===== config.mk =====
export PLATFORM = sky130hd
export DESIGN_NAME = motor_cmd_scheduler
export DESIGN_NICKNAME = d
export VERILOG_FILES = /design/src/rtl/motor_cmd_scheduler.sv
export SDC_FILE = /design/constraint.sdc
export NUM_CORES = 1
export LEC_CHECK = 0
export ABC_AREA = 1
export BUFFER_PORTS_ARGS = -buffer_cell sky130_fd_sc_hd__buf_2
export CAP_MARGIN = 20
export CORE_UTILIZATION = 40
export CTS_CLUSTER_SIZE = 30
export DETAILED_ROUTE_END_ITERATION = 10
export GPL_ROUTABILITY_DRIVEN = 0
export PLACE_DENSITY = 0.64
export SLEW_MARGIN = 15
export SYNTH_ARGS = -nofsm -noshare
export SYNTH_HDL_FRONTEND = slang
export SYNTH_SLANG_ARGS = --single-unit

===== constraint.sdc =====
create_clock -name clk -period 8.4 [get_ports clk]
set_input_delay 1.68 -clock clk [delete_from_list [all_inputs] [get_ports clk]]
set_output_delay 1.68 -clock clk [all_outputs]
set_load 0.01 [all_outputs]

===== src/rtl/motor_cmd_scheduler.sv =====
// Frame scheduler between motor mixing and the four ESC stages: saturates the
// requested speeds, slew-limits them once per frame and issues the write strobe.
module motor_cmd_scheduler #(
    parameter int FRAME_TICKS  = 125000,
    parameter int SLEW_STEP    = 64,
    parameter int STALE_FRAMES = 8
) (
    input  logic        clk,
    input  logic        rst_n,
    input  logic        vld,
    input  logic        arm,
    input  logic [11:0] frnt_req,
    input  logic [11:0] bck_req,
    input  logic [11:0] lft_req,
    input  logic [11:0] rght_req,
    output logic        cmd_ack,
    output logic [10:0] frnt_spd,
    output logic [10:0] bck_spd,
    output logic [10:0] lft_spd,
    output logic [10:0] rght_spd,
    output logic        wrt,
    output logic        stale
);

    localparam int              CW        = $clog2(FRAME_TICKS);
    localparam logic [CW-1:0]   LAST      = CW'(FRAME_TICKS - 1);
    localparam logic [11:0]     STEP      = 12'(SLEW_STEP);
    localparam logic [7:0]      STALE_LIM = 8'(STALE_FRAMES);

    logic [CW-1:0] r_cnt;
    logic [10:0]   r_tgt [4];
    logic [10:0]   r_spd [4];
    logic [7:0]    r_staleCnt;
    logic          r_stale;
    logic          r_wrt;
    logic          r_ack;

    logic          w_tick;
    logic [11:0]   w_req  [4];
    logic [10:0]   w_sat  [4];
    logic [10:0]   w_eff  [4];
    logic [10:0]   w_slew [4];

    assign w_req[0] = frnt_req;
    assign w_req[1] = bck_req;
    assign w_req[2] = lft_req;
    assign w_req[3] = rght_req;

    assign w_tick = (r_cnt == LAST);

    // Saturate requests to the ESC range and compute each motor's next slew-limited speed.
    // A disarmed motor is forced to zero in the register process, so only stale gates the target here.
    always_comb begin
        for (int i = 0; i < 4; i++) begin
            w_sat[i]  = (w_req[i] > 12'd2047) ? 11'h7FF : w_req[i][10:0];
            w_eff[i]  = r_stale ? 11'd0 : r_tgt[i];
            w_slew[i] = r_spd[i];
            if (w_eff[i] > r_spd[i]) begin
                w_slew[i] = (({1'b0, w_eff[i]} - {1'b0, r_spd[i]}) > STEP)
                            ? r_spd[i] + STEP[10:0] : w_eff[i];
            end else if (w_eff[i] < r_spd[i]) begin
                w_slew[i] = (({1'b0, r_spd[i]} - {1'b0, w_eff[i]}) > STEP)
                            ? r_spd[i] - STEP[10:0] : w_eff[i];
            end
        end
    end

    always_ff @(posedge clk or negedge rst_n) begin
        if (!rst_n) begin
            r_cnt <= '0;
            r_wrt <= 1'b0;
            r_ack <= 1'b0;
        end else begin
            r_cnt <= w_tick ? '0 : r_cnt + CW'(1);
            r_wrt <= w_tick;
            r_ack <= vld;
        end
    end

    always_ff @(posedge clk or negedge rst_n) begin
        if (!rst_n) begin
            for (int i = 0; i < 4; i++) begin
                r_tgt[i] <= '0;
                r_spd[i] <= '0;
            end
        end else begin
            for (int i = 0; i < 4; i++) begin
                if (vld)
                    r_tgt[i] <= w_sat[i];
                if (!arm)
                    r_spd[i] <= '0;
                else if (w_tick)
                    r_spd[i] <= w_slew[i];
            end
        end
    end

    // A fresh command always wins over the frame-based stale count on a coincident edge.
    always_ff @(posedge clk or negedge rst_n) begin
        if (!rst_n) begin
            r_staleCnt <= '0;
            r_stale    <= 1'b0;
        end else if (vld) begin
            r_staleCnt <= '0;
            r_stale    <= 1'b0;
        end else if (w_tick && (r_staleCnt < STALE_LIM)) begin
            r_staleCnt <= r_staleCnt + 8'd1;
            if (r_staleCnt == STALE_LIM - 8'd1)
                r_stale <= 1'b1;
        end
    end

    assign cmd_ack  = r_ack;
    assign wrt      = r_wrt;
    assign stale    = r_stale;
    assign frnt_spd = r_spd[0];
    assign bck_spd  = r_spd[1];
    assign lft_spd  = r_spd[2];
    assign rght_spd = r_spd[3];

endmodule


Word-level counts from Yosys, hierarchy flattened:

Index checks and enable logic that the tools add are counted.

* output and inout port bits: 47
* input port bits: 52
* flip-flop bits (word level): 116
* logic and storage cells: 105

* add/subtract/negate cells: 18
* muxes and demuxes: 38
* equal/unequal tests: 7
* reductions and logical operators: 8
* magnitude comparators: 21

Operator list (count)
* 11-bit 2-to-1 mux: 32
* 12-bit by 7-bit greater-than comparator with 1-bit output, second input constant: 8
* 11-bit by 11-bit subtractor with 12-bit output: 8
* 12-bit by 11-bit greater-than comparator with 1-bit output, second input constant: 4
* 11-bit by 7-bit adder with 11-bit output, second input constant: 4
* 11-bit greater-than comparator: 4
* 11-bit less-than comparator: 4
* 11-bit by 7-bit subtractor with 11-bit output, second input constant: 4
* 17-bit by 1-bit adder with 17-bit output, second input constant: 1
* 17-bit == test, second input constant: 1
* 17-bit 2-to-1 mux: 1
* 8-bit 2-to-1 mux: 2
* 3-bit by 1-bit inequality test with 1-bit output, second input constant: 4
* 2-bit AND reduction: 5
* 8-bit by 1-bit adder with 8-bit output, second input constant: 1
* 8-bit by 3-bit == test with 1-bit output, second input constant: 1
* 8-bit by 4-bit less-than comparator with 1-bit output, second input constant: 1
* 2-bit nonzero test: 2
* 1-bit 2-to-1 mux: 3
* 2-bit by 1-bit inequality test with 1-bit output, second input constant: 1
* 1-bit logical AND: 1

Logic depth before layout (Yosys ltp):

* word-level depth: 8
* depth in mapped cells: 24
* depth with buffers taken out: 22

Worst setup path after synthesis:

OpenSTA, ideal clock, no wires.

* path type: register to register
* start: reg r_stale, in the netlist stale
* end: reg r_spd, in the netlist bck_spd[4]
* data required time: 8.283 ns
* cell stages (with the launch flop): 19
* data arrival time: 2.831 ns
* period minus slack after synthesis: 2.948 ns
* library setup time: 0.117 ns
* path slack: 5.452 ns
* path buffers: 3
* path through: dfrtp_1 -> buf_6 -> buf_8 -> clkbuf_1 -> nor2_1 -> ha_1 -> nand2_1 -> nor2_2 -> nand3_1 -> nand3_1 -> nand2_1 -> nand2_1 -> nand3_2 -> nor2_1 -> nor2_2 -> nor2_4 -> nand2_2 -> nand2_1 -> nand2_1

* cells in the longest elaborated chain, start to end: 8
* elaborated cells on any way between the ends: 15
* classes of those cells: add/sub: 2; order compare: 4; eq/ne: 1; mux: 7; reduce/logical: 1

RTL lines
* start, declared: RTL line 34 `logic r_stale;`
* start signal, assigned: RTL line 102 `r_stale <= 1'b0;`
* start signal, assigned: RTL line 105 `r_stale <= 1'b0;`
* start signal, assigned: RTL line 109 `r_stale <= 1'b1;`
* 11-bit 2-to-1 mux *: RTL line 56 `w_eff[i] = r_stale ? 11'd0 : r_tgt[i];`
* 11-bit by 11-bit subtractor with 12-bit output: RTL line 62 `w_slew[i] = (({1'b0, r_spd[i]} - {1'b0, w_eff[i]}) > STEP)`
* 12-bit by 7-bit greater-than comparator with 1-bit output: RTL line 62
* 11-bit 2-to-1 mux: RTL line 63 `? r_spd[i] - STEP[10:0] : w_eff[i];`
* 11-bit 2-to-1 mux: RTL line 61 `end else if (w_eff[i] < r_spd[i]) begin`
* 11-bit 2-to-1 mux: RTL line 58 `if (w_eff[i] > r_spd[i]) begin`
* 11-bit 2-to-1 mux: RTL line 92 `else if (w_tick)`
* 11-bit 2-to-1 mux: RTL line 90 `if (!arm)`
* end signal, assigned by index: RTL line 93 `r_spd[i] <= w_slew[i];`
* end, declared: RTL line 32 `logic [10:0] r_spd [4];`

Mark *: on every way between the ends. The rest lies on a longest branch, timed or not. The select of a mux whose other input is x is not followed.
A chain may end at the register's enable or synchronous reset.

Final worst setup path:

* start: reg r_stale, in the netlist stale
* end: reg r_spd, in the netlist bck_spd[3]

Same word-level chain as after synthesis.

==> metrics <==
area of the multi-input gates=7710 µm²; DRC=0; nets=2,170; slowest CP cell=dfrtp_2; syn_nets=2,084; fin crit share=0.422; most common cell after layout, fill and taps aside=nand2_1; Rel. slew slack=0.388; Seq cells post-synth=116; Highest Signal Layer=met4; Area growth, synth to finish=12.1%; WP data arrival=3850 ps; worst vdd ir=0.000126 V; layout cells sized above 1=0.121; Metal-1 WL=15,700 µm; largest family of logic cells by synthesized area=simple AND/OR/NAND/NOR gates; Max Cap Viol=0; Worst Setup Start Kind=flop; largest net degree at the start of global routing=83; status=finished, final reports clean; CORE AREA=29,600 µm²; cell mode on critical path=nand2_1; post-synthesis compound-gate area fraction=0.0862; Die X=175 µm; Slew Limit Fails=0; GRT overflow=0; Hold WC Path Type=reg2reg; buffers and inverters on the worst path=1; Post-Route Hold Slack=461 ps; Clock Root Buffer=clkbuf_16; Area contributors post-synth=dfrtp_1 (24%), nand2_1 (19%), nand3_1 (10%); TritonCTS buffer count=17; fill cell count=3,143; Synth cell types=39; Crit Path Max Fanout=22; global-route wire length before repair=55,800 µm; Total GRT Usage=0.222; share of the synthesized area in the top cell type=0.242; DR iter-0 viols=900; cts repair resizes=0; router iterations before antenna repair=5; Die Height=175 µm; Placement Cell Area=12,800 µm²; cell area after layout=13,400 µm²; Routed WL per cell=13.7 µm; Clock Pin Slew Worst Setup and Hold Paths=60 ps; post-synthesis mux area share=0; Slew @ Worst Pin=918 ps; initial antenna violation count=1; vias in the first global route=11,500; pwr dens=345 nW/µm²; Mapped Area=12,000 µm²; syn avg cell area=6.15 µm²; clock skew=15.9 ps; routed wl met2=15,500 µm; CTS sink count=116; Main synth FF type=dfrtp_1; initial core utilization=0.406; minimum clock period=3540 ps; adder and majority gate portion of the synthesized area=0.0856; post-synthesis xor/xnor area fraction=0.0270; most frequent cells in the layout=nand2_1 (618), inv_1 (308), nand3_1 (245); CTS Hold Bufs=0; Detailed Place HPWL=26,500 µm; Setup Viol. Count Final=0; IO Count=99; post-synthesis simple-gate area fraction=0.444; critical path's top delay family=simple AND/OR/NAND/NOR gates; metal3 WL=1740 µm; CP endpoint kind=flop; Clock Tree Buf Depth=2; CTS tree=built; Vias/cell=5.05; Leak Pwr=7.60 nW; setup TNS=0 ps; die area=30,700 µm²; sequential fraction of the synthesis area=0.242; Reg area=2900 µm²; num rows=63; fmax=0.282 GHz; unrepaired setup endpoints after global routing=no; Total Wirelength=33,500 µm; Synth area leader=dfrtp_1; final hold vios=0; Vias=12,300; max incr delay on CP=700 ps; CP Data Required Time=8710 ps; IO buf count=98; H-tree depth=4; Crit Path Category=reg2reg; Async S/R FF share, synth=1.00; Antenna Nets Post-Route=0; worst path cell trace=buf_4 -> nor2_1 -> ha_1 -> nand2_1 -> nor2_2 -> nand3_1 -> nand3_1 -> nand2_1 -> nand2_1 -> nand3_2 -> nor2_1 -> nor2_2 -> nor2_4 -> nand2_2 -> nand2_1 -> nand2_1; Post-CTS Setup Inserts=0; Worst-Skew Late Latency=420 ps; Yosys warning count=0; EDFF count, synth=0; Gate Count Post-Synth=1,950
[cell usage after synthesis (2+ instances only)]
cell / n
a21oi_1: 54
nand2_1: 618
nor2_2: 24
buf_2: 7
nand3_4: 2
nor4_1: 3
inv_2: 12
clkbuf_1: 23
dfrtp_1: 116
nand4_1: 45
o21bai_1: 17
buf_6: 2
nand2_2: 20
ha_1: 82
nand3_1: 245
nor2_1: 151
o21ai_0: 104
a21oi_2: 8
nand2_4: 9
nor3_1: 7
nand3_2: 12
and2_1: 3
nand3b_2: 2
a21o_1: 2
nand3b_1: 5
xor2_1: 37
inv_1: 308
nor2_4: 21
[per-stage QoR]
stage                util  total power [W]  setup WS [ps]  cells
global placement    0.434          0.00384           4930   2407
detailed placement  0.434          0.00387           4860   2407
finish              0.455          0.00464           4860   2440
global route        0.455          0.00513           4530   2439
CTS                 0.455          0.00463           4880   2439
floorplan               -          0.00317           5450   1950
[per-layer routing]
layer	GRT usage	up-vias
li1	-	6358
met1	0.296	5564
met2	0.376	350
met3	0.0307	41
met4	0.0536	0
met5	0	-
[sequential cells by signal (all words and copies together), names as in the netlist]
signal and flops:
r_tgt 44, r_cnt 17, bck_spd 11, frnt_spd 11
lft_spd 11, rght_spd 11, r_staleCnt 8, cmd_ack 1
stale 1, wrt 1
[logic make-up (layout without fill, tap and decap cells)]
group | count (synthesis) | count (layout)
AOI/OAI and AO/OA | 189 | 189
adders and majority gates | 82 | 82
and+or+nand+nor | 1170 | 1170
xor gates and xnor gates | 37 | 37
DFF | 116 | 116
buffers and inverters | 356 | 455
other | 0 | 1
[final timing paths]
check / startpoint / to / slack, ps / depth (start not counted)
setup reg to reg: stale$_DFFE_PN0P_ / bck_spd[3]$_DFFE_PN0P_ / 4860 / 16
hold / removal: r_cnt[0]$_DFF_PN0_ / r_cnt[0]$_DFF_PN0_ / 460 / 1
max in group asynchronous: rst_n / stale$_DFFE_PN0P_ / 5700 / 2
hold reg to reg: r_cnt[0]$_DFF_PN0_ / r_cnt[0]$_DFF_PN0_ / 460 / 1
min in group asynchronous: rst_n / r_tgt[7]$_DFFE_PN0P_ / 1260 / 1
setup / recovery: stale$_DFFE_PN0P_ / bck_spd[3]$_DFFE_PN0P_ / 4860 / 16
[where the power goes]
group | switching, W | internal, W | total (W)
combinational | 0.00204 | 0.00103 | 0.00306
clock | 0.000286 | 0.000453 | 0.000739
sequential | 0.000182 | 0.000655 | 0.000838
[final cells by class]
class / instances / area share
clock inverters: 14 / 0.0123
clock buffers: 18 / 0.0327
repair buffers: 101 / 0.0384
well taps: 390 / 0.0363
flip-flops and latches: 116 / 0.216
inverters: 322 / 0.0903
multi-input cells: 1478 / 0.574
diodes: 1 / 0.000186
Power figures use the tool's default switching activity.
